[config.mk]
export PLATFORM = sky130hd
export DESIGN_NAME = bip_mem_arbiter
export DESIGN_NICKNAME = d
export VERILOG_FILES = /design/src/rtl/bip_arb_pkg.sv /design/src/rtl/bip_rr_pick.sv /design/src/rtl/bip_mem_arbiter.sv
export SDC_FILE = /design/constraint.sdc
export NUM_CORES = 1
export LEC_CHECK = 0
export CAP_MARGIN = 20
export CORE_MARGIN = 2
export CORE_UTILIZATION = 38
export DETAILED_ROUTE_END_ITERATION = 6
export GPL_ROUTABILITY_DRIVEN = 1
export HOLD_SLACK_MARGIN = 0.05
export PLACE_DENSITY_LB_ADDON = 0.3
export SYNTH_ARGS = -nofsm -noshare
export SYNTH_HDL_FRONTEND = slang
export SYNTH_HIERARCHICAL = 1
export SYNTH_SLANG_ARGS = --single-unit
[constraint.sdc]
create_clock -name clk -period 2.65 [get_ports clk]
set_input_delay 0.265 -clock clk [delete_from_list [all_inputs] [get_ports clk]]
set_output_delay 0.265 -clock clk [all_outputs]
set_load 0.01 [all_outputs]
[src/rtl/bip_arb_pkg.sv]
// Shared types and constants for the BIP data-memory arbiter.
// Stats counters are built only when BIP_ARB_STATS_EN is defined.
package bip_arb_pkg;

  typedef enum logic {
    OWNER_CPU = 1'b0,
    OWNER_DBG = 1'b1
  } owner_t;

  localparam int MAX_LOCK_DEF = 8;
  localparam int STAT_W       = 16;

  function automatic logic [STAT_W-1:0] sat_inc(
    input logic [STAT_W-1:0] v
  );
    return (&v) ? v : v + 1'b1;
  endfunction

endpackage

[src/rtl/bip_rr_pick.sv]
// Two-way grant selector: lone request wins, else lock, else round-robin.
// Purely combinational; en=0 suppresses every grant.
import bip_arb_pkg::*;

module bip_rr_pick #(
  parameter int max_lock = MAX_LOCK_DEF,
  parameter int len_lock = 4
) (
  input  logic                en,
  input  logic                cpu_req,
  input  logic                dbg_req,
  input  logic                locked,
  input  logic [len_lock-1:0] lock_cnt,
  input  owner_t              last_owner,
  output logic                cpu_gnt,
  output logic                dbg_gnt
);

  logic lock_win;
  logic both;

  always_comb begin
    cpu_gnt  = 1'b0;
    dbg_gnt  = 1'b0;
    both     = cpu_req && dbg_req;
    lock_win = locked && (lock_cnt < len_lock'(max_lock));
    if (en) begin
      unique case (1'b1)
        (cpu_req && !dbg_req): cpu_gnt = 1'b1;
        (dbg_req && !cpu_req): dbg_gnt = 1'b1;
        (both && lock_win):    dbg_gnt = 1'b1;
        (both && !lock_win): begin
          if (last_owner == OWNER_CPU) dbg_gnt = 1'b1;
          else                         cpu_gnt = 1'b1;
        end
        default: ;
      endcase
    end
  end

endmodule

[src/rtl/bip_mem_arbiter.sv]
// CPU/debug arbiter for the single-port BIP data memory.
// Optional stats counters: define BIP_ARB_STATS_EN.
import bip_arb_pkg::*;

module bip_mem_arbiter #(
  parameter int len_addr = 11,
  parameter int len_data = 16,
  parameter int max_lock = MAX_LOCK_DEF,
  parameter int len_lock = 4
) (
  input  logic                clk,
  input  logic                reset,
  input  logic                cpu_req,
  input  logic                cpu_wr,
  input  logic [len_addr-1:0] cpu_addr,
  input  logic [len_data-1:0] cpu_wdata,
  output logic                cpu_gnt,
  output logic                cpu_rvalid,
  output logic [len_data-1:0] cpu_rdata,
  input  logic                dbg_req,
  input  logic                dbg_wr,
  input  logic                dbg_lock,
  input  logic [len_addr-1:0] dbg_addr,
  input  logic [len_data-1:0] dbg_wdata,
  output logic                dbg_gnt,
  output logic                dbg_rvalid,
  output logic [len_data-1:0] dbg_rdata,
  output logic                Rd,
  output logic                Wr,
  output logic [len_addr-1:0] Addr,
  output logic [len_data-1:0] In_Data,
  input  logic [len_data-1:0] Out_Data,
  output logic [STAT_W-1:0]   conflict_cnt,
  output logic [STAT_W-1:0]   cpu_stall_cnt
);

  owner_t              last_owner_q, last_owner_d;
  logic                locked_q, locked_d;
  logic [len_lock-1:0] lock_cnt_q, lock_cnt_d;
  logic                cpu_rv_q, cpu_rv_d;
  logic                dbg_rv_q, dbg_rv_d;
  logic [len_addr-1:0] addr_q, addr_d;
  logic [len_data-1:0] wdata_q, wdata_d;

  bip_rr_pick #(
    .max_lock (max_lock),
    .len_lock (len_lock)
  ) u_pick (
    .en         (reset),
    .cpu_req    (cpu_req),
    .dbg_req    (dbg_req),
    .locked     (locked_q),
    .lock_cnt   (lock_cnt_q),
    .last_owner (last_owner_q),
    .cpu_gnt    (cpu_gnt),
    .dbg_gnt    (dbg_gnt)
  );

  always_comb begin
    Rd      = 1'b0;
    Wr      = 1'b0;
    Addr    = addr_q;
    In_Data = wdata_q;
    if (cpu_gnt) begin
      Rd      = ~cpu_wr;
      Wr      = cpu_wr;
      Addr    = cpu_addr;
      In_Data = cpu_wdata;
    end else if (dbg_gnt) begin
      Rd      = ~dbg_wr;
      Wr      = dbg_wr;
      Addr    = dbg_addr;
      In_Data = dbg_wdata;
    end
    addr_d  = Addr;
    wdata_d = In_Data;

    last_owner_d = last_owner_q;
    if (cpu_gnt) last_owner_d = OWNER_CPU;
    if (dbg_gnt) last_owner_d = OWNER_DBG;

    locked_d = locked_q;
    if (dbg_gnt && dbg_lock) locked_d = 1'b1;
    else if (!dbg_lock)      locked_d = 1'b0;

    // CPU grant ends one lock window; the lock itself persists
    lock_cnt_d = lock_cnt_q;
    if (!dbg_lock || cpu_gnt)
      lock_cnt_d = '0;
    else if (dbg_gnt && cpu_req &&
             lock_cnt_q < len_lock'(max_lock))
      lock_cnt_d = lock_cnt_q + 1'b1;

    cpu_rv_d = cpu_gnt & ~cpu_wr;
    dbg_rv_d = dbg_gnt & ~dbg_wr;
  end

  always_ff @(posedge clk) begin
    if (!reset) begin
      last_owner_q <= OWNER_DBG;
      locked_q     <= 1'b0;
      lock_cnt_q   <= '0;
      cpu_rv_q     <= 1'b0;
      dbg_rv_q     <= 1'b0;
      addr_q       <= '0;
      wdata_q      <= '0;
    end else begin
      last_owner_q <= last_owner_d;
      locked_q     <= locked_d;
      lock_cnt_q   <= lock_cnt_d;
      cpu_rv_q     <= cpu_rv_d;
      dbg_rv_q     <= dbg_rv_d;
      addr_q       <= addr_d;
      wdata_q      <= wdata_d;
    end
  end

  // Masked so a read granted just before reset never reports
  assign cpu_rvalid = cpu_rv_q & reset;
  assign dbg_rvalid = dbg_rv_q & reset;
  assign cpu_rdata  = Out_Data;
  assign dbg_rdata  = Out_Data;

`ifdef BIP_ARB_STATS_EN
  logic [STAT_W-1:0] conf_q, conf_d;
  logic [STAT_W-1:0] stall_q, stall_d;

  always_comb begin
    conf_d  = conf_q;
    stall_d = stall_q;
    if (cpu_req && dbg_req) conf_d  = sat_inc(conf_q);
    if (cpu_req && !cpu_gnt) stall_d = sat_inc(stall_q);
  end

  always_ff @(posedge clk) begin
    if (!reset) begin
      conf_q  <= '0;
      stall_q <= '0;
    end else begin
      conf_q  <= conf_d;
      stall_q <= stall_d;
    end
  end

  assign conflict_cnt  = conf_q;
  assign cpu_stall_cnt = stall_q;
`else
  assign conflict_cnt  = '0;
  assign cpu_stall_cnt = '0;
`endif

endmodule
==> qor.yml, run 1 <==
outcome:
  status: "finished, final reports clean"
worst_setup_path:
  critPathSlowestCell: "clkdlybuf4s50_1"
  crit_path_end: "In_Data[10]"
  regToRegEndpoint: "wdata_q[10]"
  slowest_delay_ns: 0.55
  r2r_start: "lock_cnt_q[3]"
  cp.arrival_ns: 2.31
  r2r_setup_slack_ns: 1.06
  cp-start-kind: "input pin"
  crit_path_frequent_cell: "clkdlybuf4s50_1"
  path_class: "in2out"
  critical_path_peak_fanout: 8
  end_kind: "output pin"
  crit_start: "reset"
  cp.required_ns: 2.38
  cp_cell_sequence: "clkdlybuf4s50_1, nand2_1, a31oi_4, buf_4, mux2i_1, a21oi_1, clkdlybuf4s50_1"
  rr_worst_depth: 5
global_route:
  grt_pass1_wl_um: 8690
  grt-ovfl-total: 0
  grt_max_degree: 58
  track_usage: 0.151
  first_global_vias: 1868
  antenna_found_initial: 0
layout:
  final_cells: 398
  antenna_cells: 0
  layout-drive-gt1-share: 0.0867
  num-nets-final: 401
  syn_to_final_growth_pct: 32.7
  n_fill_cell: 562
synth:
  syn-cell-area_um2: 2370
  synth_top_area_frac: 0.295
  async_reset_ff_frac: 0
  yosys-top-cells-count: "buf_4, dfxtp_1, mux2i_1"
  ys_types: 30
  ys_seq_elements: 35
  synth_warnings: 6
  ys_top_cells_by_area: "dfxtp_1, buf_4, mux2i_1"
  synthCells: 261
  synth_edf_count: 0
  yosys.area.top_type: "dfxtp_1"
  syn_avg_cell_area_um2: 9.10
  ys_seq_area_frac: 0.295
  synth.most_common_cell: "buf_4"
  synth_ff_type: "dfxtp_1"
timing:
  finalCritPeriodShare: 0.973
  setup-tns-final_ns: 0
  rsz0062_at_grt: "yes"
  postLayoutSetupSlackWorst_ns: 0.0706
  finalCriticalPeriod_ns: 2.58
  timing.fmax_mhz: 388
  fin_worst_skew_ns: 0.00646
  hold_violations: 0
  drv_slew: 0
  setup_violations: 0
floorplan:
  dieArea_um2: 6900
  io_pins: 174
  die_w_um: 83.1
  rows: 28
  core_area_um2: 5990
  initial_utilization: 0.396
  dieHeight_um: 83.1
power:
  powerDensity_nw_per_um2: 452
  power_uw: 1420
  vdd_drop_max_uv: 212
  p_leak_uw: 0.00123
worst_hold_path:
  worstHoldPathType: "reg2reg"
drt:
  vias: 1921
  drtIter0Drc: 91
  drt.antenna.violating_nets: 0
  wirelength_um: 5290
  viasPerCell: 4.83
  drc: 0
  first_pass_iters: 4
  wl_per_cell_um: 13.3
run:
  max-cap-violations: 0
placed_design:
  gp_congestion: 0.704
  hpwl_um: 3930
  dp.cells: 389
  portBuffers: 93
  dp_slack_ns: 0.0645
clock_tree:
  postCtsHoldBufs: 0
  clkTransAtPathRegs_ns: 0.07
  cts_tree: "yes"
  cts_max_level: 2
  clk_path_buf_depth: 2
  cts.sinks: 35
  clock-root-buffer: "clkbuf_8"
  clock_latency_ns: 0.28
  numCtsBuffers: 5
## cells in the final DEF (no fill, tap or decap), types with 2 or more instances in the layout
cell             Yosys  layout
nor2b_1             28      27
buf_6                3       2
mux2i_1             31      30
clkdlybuf4s50_1      0      90
clkbuf_8             0       6
buf_4               64       9
and2_1               2       2
nand2_1              4       4
dlymetal6s2s_1       0       3
nand4b_1             6       6
a211oi_2             2       2
dfxtp_1             35      35
a211oi_1            25      25
o21ai_0              2       2
buf_12               3       2
nand4bb_1            2       2
a21oi_1             27      27
conb_1               1      32
inv_1                2       2
## worst max-delay path: cells and delay by family
kind	cells	cell delay, ns
muxes	1	0.27
buffers and inverters	3	1.28
and+or+nand+nor	1	0.12
AOI/OAI and AO/OA	2	0.38
## sequential cells by signal, summed over array words and instances (netlist names)
| name | cells |
|---|---|
| addr_q | 11 |
| cpu_rv_q | 1 |
| lock_cnt_q | 4 |
| last_owner_q | 1 |
| wdata_q | 16 |
| locked_q | 1 |
| dbg_rv_q | 1 |
## cell type report
type                            count  area, µm²  area share
Clock buffer                        6       82.6      0.0262
Clock inverter                      1       5.00     0.00159
Inverter                            3       11.3     0.00357
Multi-Input combinational cell    172       1190       0.378
Sequential cell                    35        701       0.222
Tap cell                           75       93.8      0.0298
Timing Repair Buffer              106       1070       0.339
## worst min-delay path by stage
stage	from	end	cells after the start
finish	lock_cnt_q[2]	lock_cnt_q[3]	2
global route	Out_Data[4]	dbg_rdata[4]	0
CTS	lock_cnt_q[2]	lock_cnt_q[3]	2
detailed placement	lock_cnt_q[2]	lock_cnt_q[3]	2
global placement	lock_cnt_q[2]	lock_cnt_q[3]	2
floorplan	cpu_wr	cpu_rv_q	1
## kinds of logic (layout without fill, tap and decap cells)
logic type	after synthesis	in the layout	share of synthesized area
flops	35	35	0.295
other cells	1	32	0.00158
simple gates	48	48	0.133
compound gates	60	60	0.165
mux	31	31	0.131
buf+inv	85	116	0.269
fa+ha+maj	1	1	0.00527
## layer usage
metal  part of all wire  vias to the layer above  track usage
li1                   -                      952            -
met1               0.41                      869        0.174
met2               0.50                       76        0.262
met3              0.064                       24       0.0398
met4              0.026                        0       0.0671
met5                  0                        -            0
## through the flow
stage          hold WS [ns]   util  area [µm²]
2_1_floorplan         0.342      -        2490
3_3_place_gp          0.488  0.505        3030
3_5_place_dp          0.497  0.505        3030
4_1_cts               0.510  0.520        3120
5_1_grt               0.530  0.526        3150
6_report              0.514  0.526        3150
## where the power goes
part | switching, µW | internal [µW]
Sequential | 10.9 | 564
Combinational | 195 | 265
Clock | 186 | 204
Total | 393 | 1030
## timing repair
| item | 4_1_cts | 5_1_grt |
|---|---|---|
| resized for setup | 0 | 7 |
| setup endpoints to repair | 0 | 26 |
| hold endpoints to repair | 0 | 0 |
| buffers inserted | 0 | 2 |
(Power assumes the default switching activity.)
==> run 2: changes to the inputs <==
--- a/config.mk
+++ b/config.mk
@@ -8,6 +8,7 @@
 export CAP_MARGIN = 20
 export CORE_MARGIN = 2
 export CORE_UTILIZATION = 38
+export CTS_BUF_LIST = sky130_fd_sc_hd__clkbuf_16
 export DETAILED_ROUTE_END_ITERATION = 6
 export GPL_ROUTABILITY_DRIVEN = 1
 export HOLD_SLACK_MARGIN = 0.05
==> qor.yml, run 2 (synthesis results as in run 1) <==
worst_setup_path:
  cp_cell_sequence: "clkdlybuf4s50_1, nand2_1, a31oi_4, buf_4, mux2i_1, a21oi_1, clkdlybuf4s50_1"
  slowest_delay_ns: 0.55
  critical_path_peak_fanout: 8
  cp-start-kind: "input pin"
  path_class: "in2out"
  critPathSlowestCell: "clkdlybuf4s50_1"
  end_kind: "output pin"
  cp.arrival_ns: 2.32
  cp.required_ns: 2.38
  r2r_setup_slack_ns: 1.05
  crit_path_frequent_cell: "clkdlybuf4s50_1"
floorplan:
  core_area_um2: 5990
  dieArea_um2: 6900
  io_pins: 174
  initial_utilization: 0.396
  rows: 28
  die_w_um: 83.1
  dieHeight_um: 83.1
layout:
  fin_util: 0.534
  syn_to_final_growth_pct: 34.7
  num-nets-final: 401
  final_common_cell: "clkdlybuf4s50_1"
  antenna_cells: 0
  largest_reg_flops: 16
  reg.largest.list: "wdata_q (16), addr_q (11), lock_cnt_q (4)"
  top_register: "wdata_q"
  final_cell_mix: "clkdlybuf4s50_1, dfxtp_1, conb_1, mux2i_1"
  final_cells: 398
  n_fill_cell: 561
  layout-drive-gt1-share: 0.0836
drt:
  viasPerCell: 4.85
  drtIter0Drc: 84
  wl_per_cell_um: 13.4
  wirelength_um: 5320
  drc: 0
  first_pass_iters: 4
  drt.antenna.violating_nets: 0
  vias: 1931
placed_design:
  gp_congestion: 0.704
  dp.cells: 389
  portBuffers: 93
  hpwl_um: 3930
power:
  p_int_uw: 1170
  powerDensity_nw_per_um2: 494
  p_leak_uw: 0.00125
  pwr-share-clk: 0.344
  seq_power_share: 0.364
  power.switching_uw: 414
  switching_share: 0.262
  pwr-share-comb: 0.291
  vdd_drop_max_uv: 244
timing:
  rsz0062_at_grt: "yes"
  setup_violations: 0
  finalCriticalPeriod_ns: 2.59
  drv_slew: 0
  hold_violations: 0
  finalCritPeriodShare: 0.976
  fin_worst_skew_ns: 0.00391
  timing.fmax_mhz: 387
worst_hold_path:
  worstHoldPathType: "reg2reg"
clock_tree:
  clock-root-buffer: "clkbuf_16"
  clk_path_buf_depth: 2
  cts.sinks: 35
  clock_latency_ns: 0.27
  cts_max_level: 2
  numCtsBuffers: 5
  clkTransAtPathRegs_ns: 0.05
  postCtsHoldBufs: 0
  cts_tree: "yes"
run:
  max-cap-violations: 0
global_route:
  grt_pass1_wl_um: 8720
  track_usage: 0.152
  first_global_vias: 1873
  grt_max_degree: 58
  antenna_found_initial: 0
  grt-ovfl-total: 0
outcome:
  status: "finished, final reports clean"
-- run 2: per-stage QoR --
stage               power (µW)  area, µm²  hold slack, ns  setup WS, ns  TNS [ns]
detailed placement        1050       3030           0.497        0.0645         0
floorplan                  892       2490           0.342         0.741         0
global placement          1040       3030           0.488        0.0958         0
finish                    1580       3200           0.509        0.0643         0
CTS                       1600       3160           0.507        0.0519         0
global route              1660       3200           0.530       -0.0302    -0.123
-- run 2: path summary, 6_finish.rpt --
path | startpoint | to | depth (start not counted)
hold / removal | lock_cnt_q[2] | lock_cnt_q[3] | 2
hold reg to reg | lock_cnt_q[2] | lock_cnt_q[3] | 2
setup / recovery | reset | In_Data[10] | 7
setup reg to reg | lock_cnt_q[3] | wdata_q[10] | 5
-- run 2: metal layers --
| metal | vias up | track usage | routed length [µm] | part of all wire |
|---|---|---|---|---|
| met5 | - | 0 | 0 | 0 |
| met4 | 0 | 0.0671 | 138 | 0.026 |
| met3 | 25 | 0.0398 | 346 | 0.065 |
| met2 | 78 | 0.265 | 2660 | 0.50 |
| met1 | 879 | 0.173 | 2180 | 0.41 |
| li1 | 949 | - | - | - |
-- run 2: final cells by class --
| class | instances | area (µm²) | area share |
|---|---|---|---|
| repair buffers | 106 | 1070 | 0.334 |
| clock buffers | 5 | 125 | 0.0391 |
| inverters | 3 | 11.3 | 0.00352 |
| well taps | 75 | 93.8 | 0.0293 |
| flip-flops and latches | 35 | 701 | 0.219 |
| clock inverters | 2 | 8.76 | 0.00274 |
| multi-input cells | 172 | 1190 | 0.372 |
-- run 2: power groups by stage --
stage | Sequential, µW | Combinational [µW] | Clock, µW
5_1_grt | 579 | 498 | 578
3_5_place_dp | 587 | 459 | 0
3_3_place_gp | 585 | 456 | 0
4_1_cts | 575 | 462 | 563
2_1_floorplan | 583 | 309 | 0
6_report | 576 | 461 | 544
-- run 2: timing repair --
item                                    in CTS  in global routing
endpoints found under the setup margin       0                 26
buffers inserted                             0                  2
resized for setup                            0                  7
-- run 2: worst max-delay path: cells and delay by family --
family / cells / cell delay [ns]
buffers and inverters: 3 / 1.28
AOI/OAI and AO/OA: 2 / 0.38
muxes: 1 / 0.27
and+or+nand+nor: 1 / 0.12
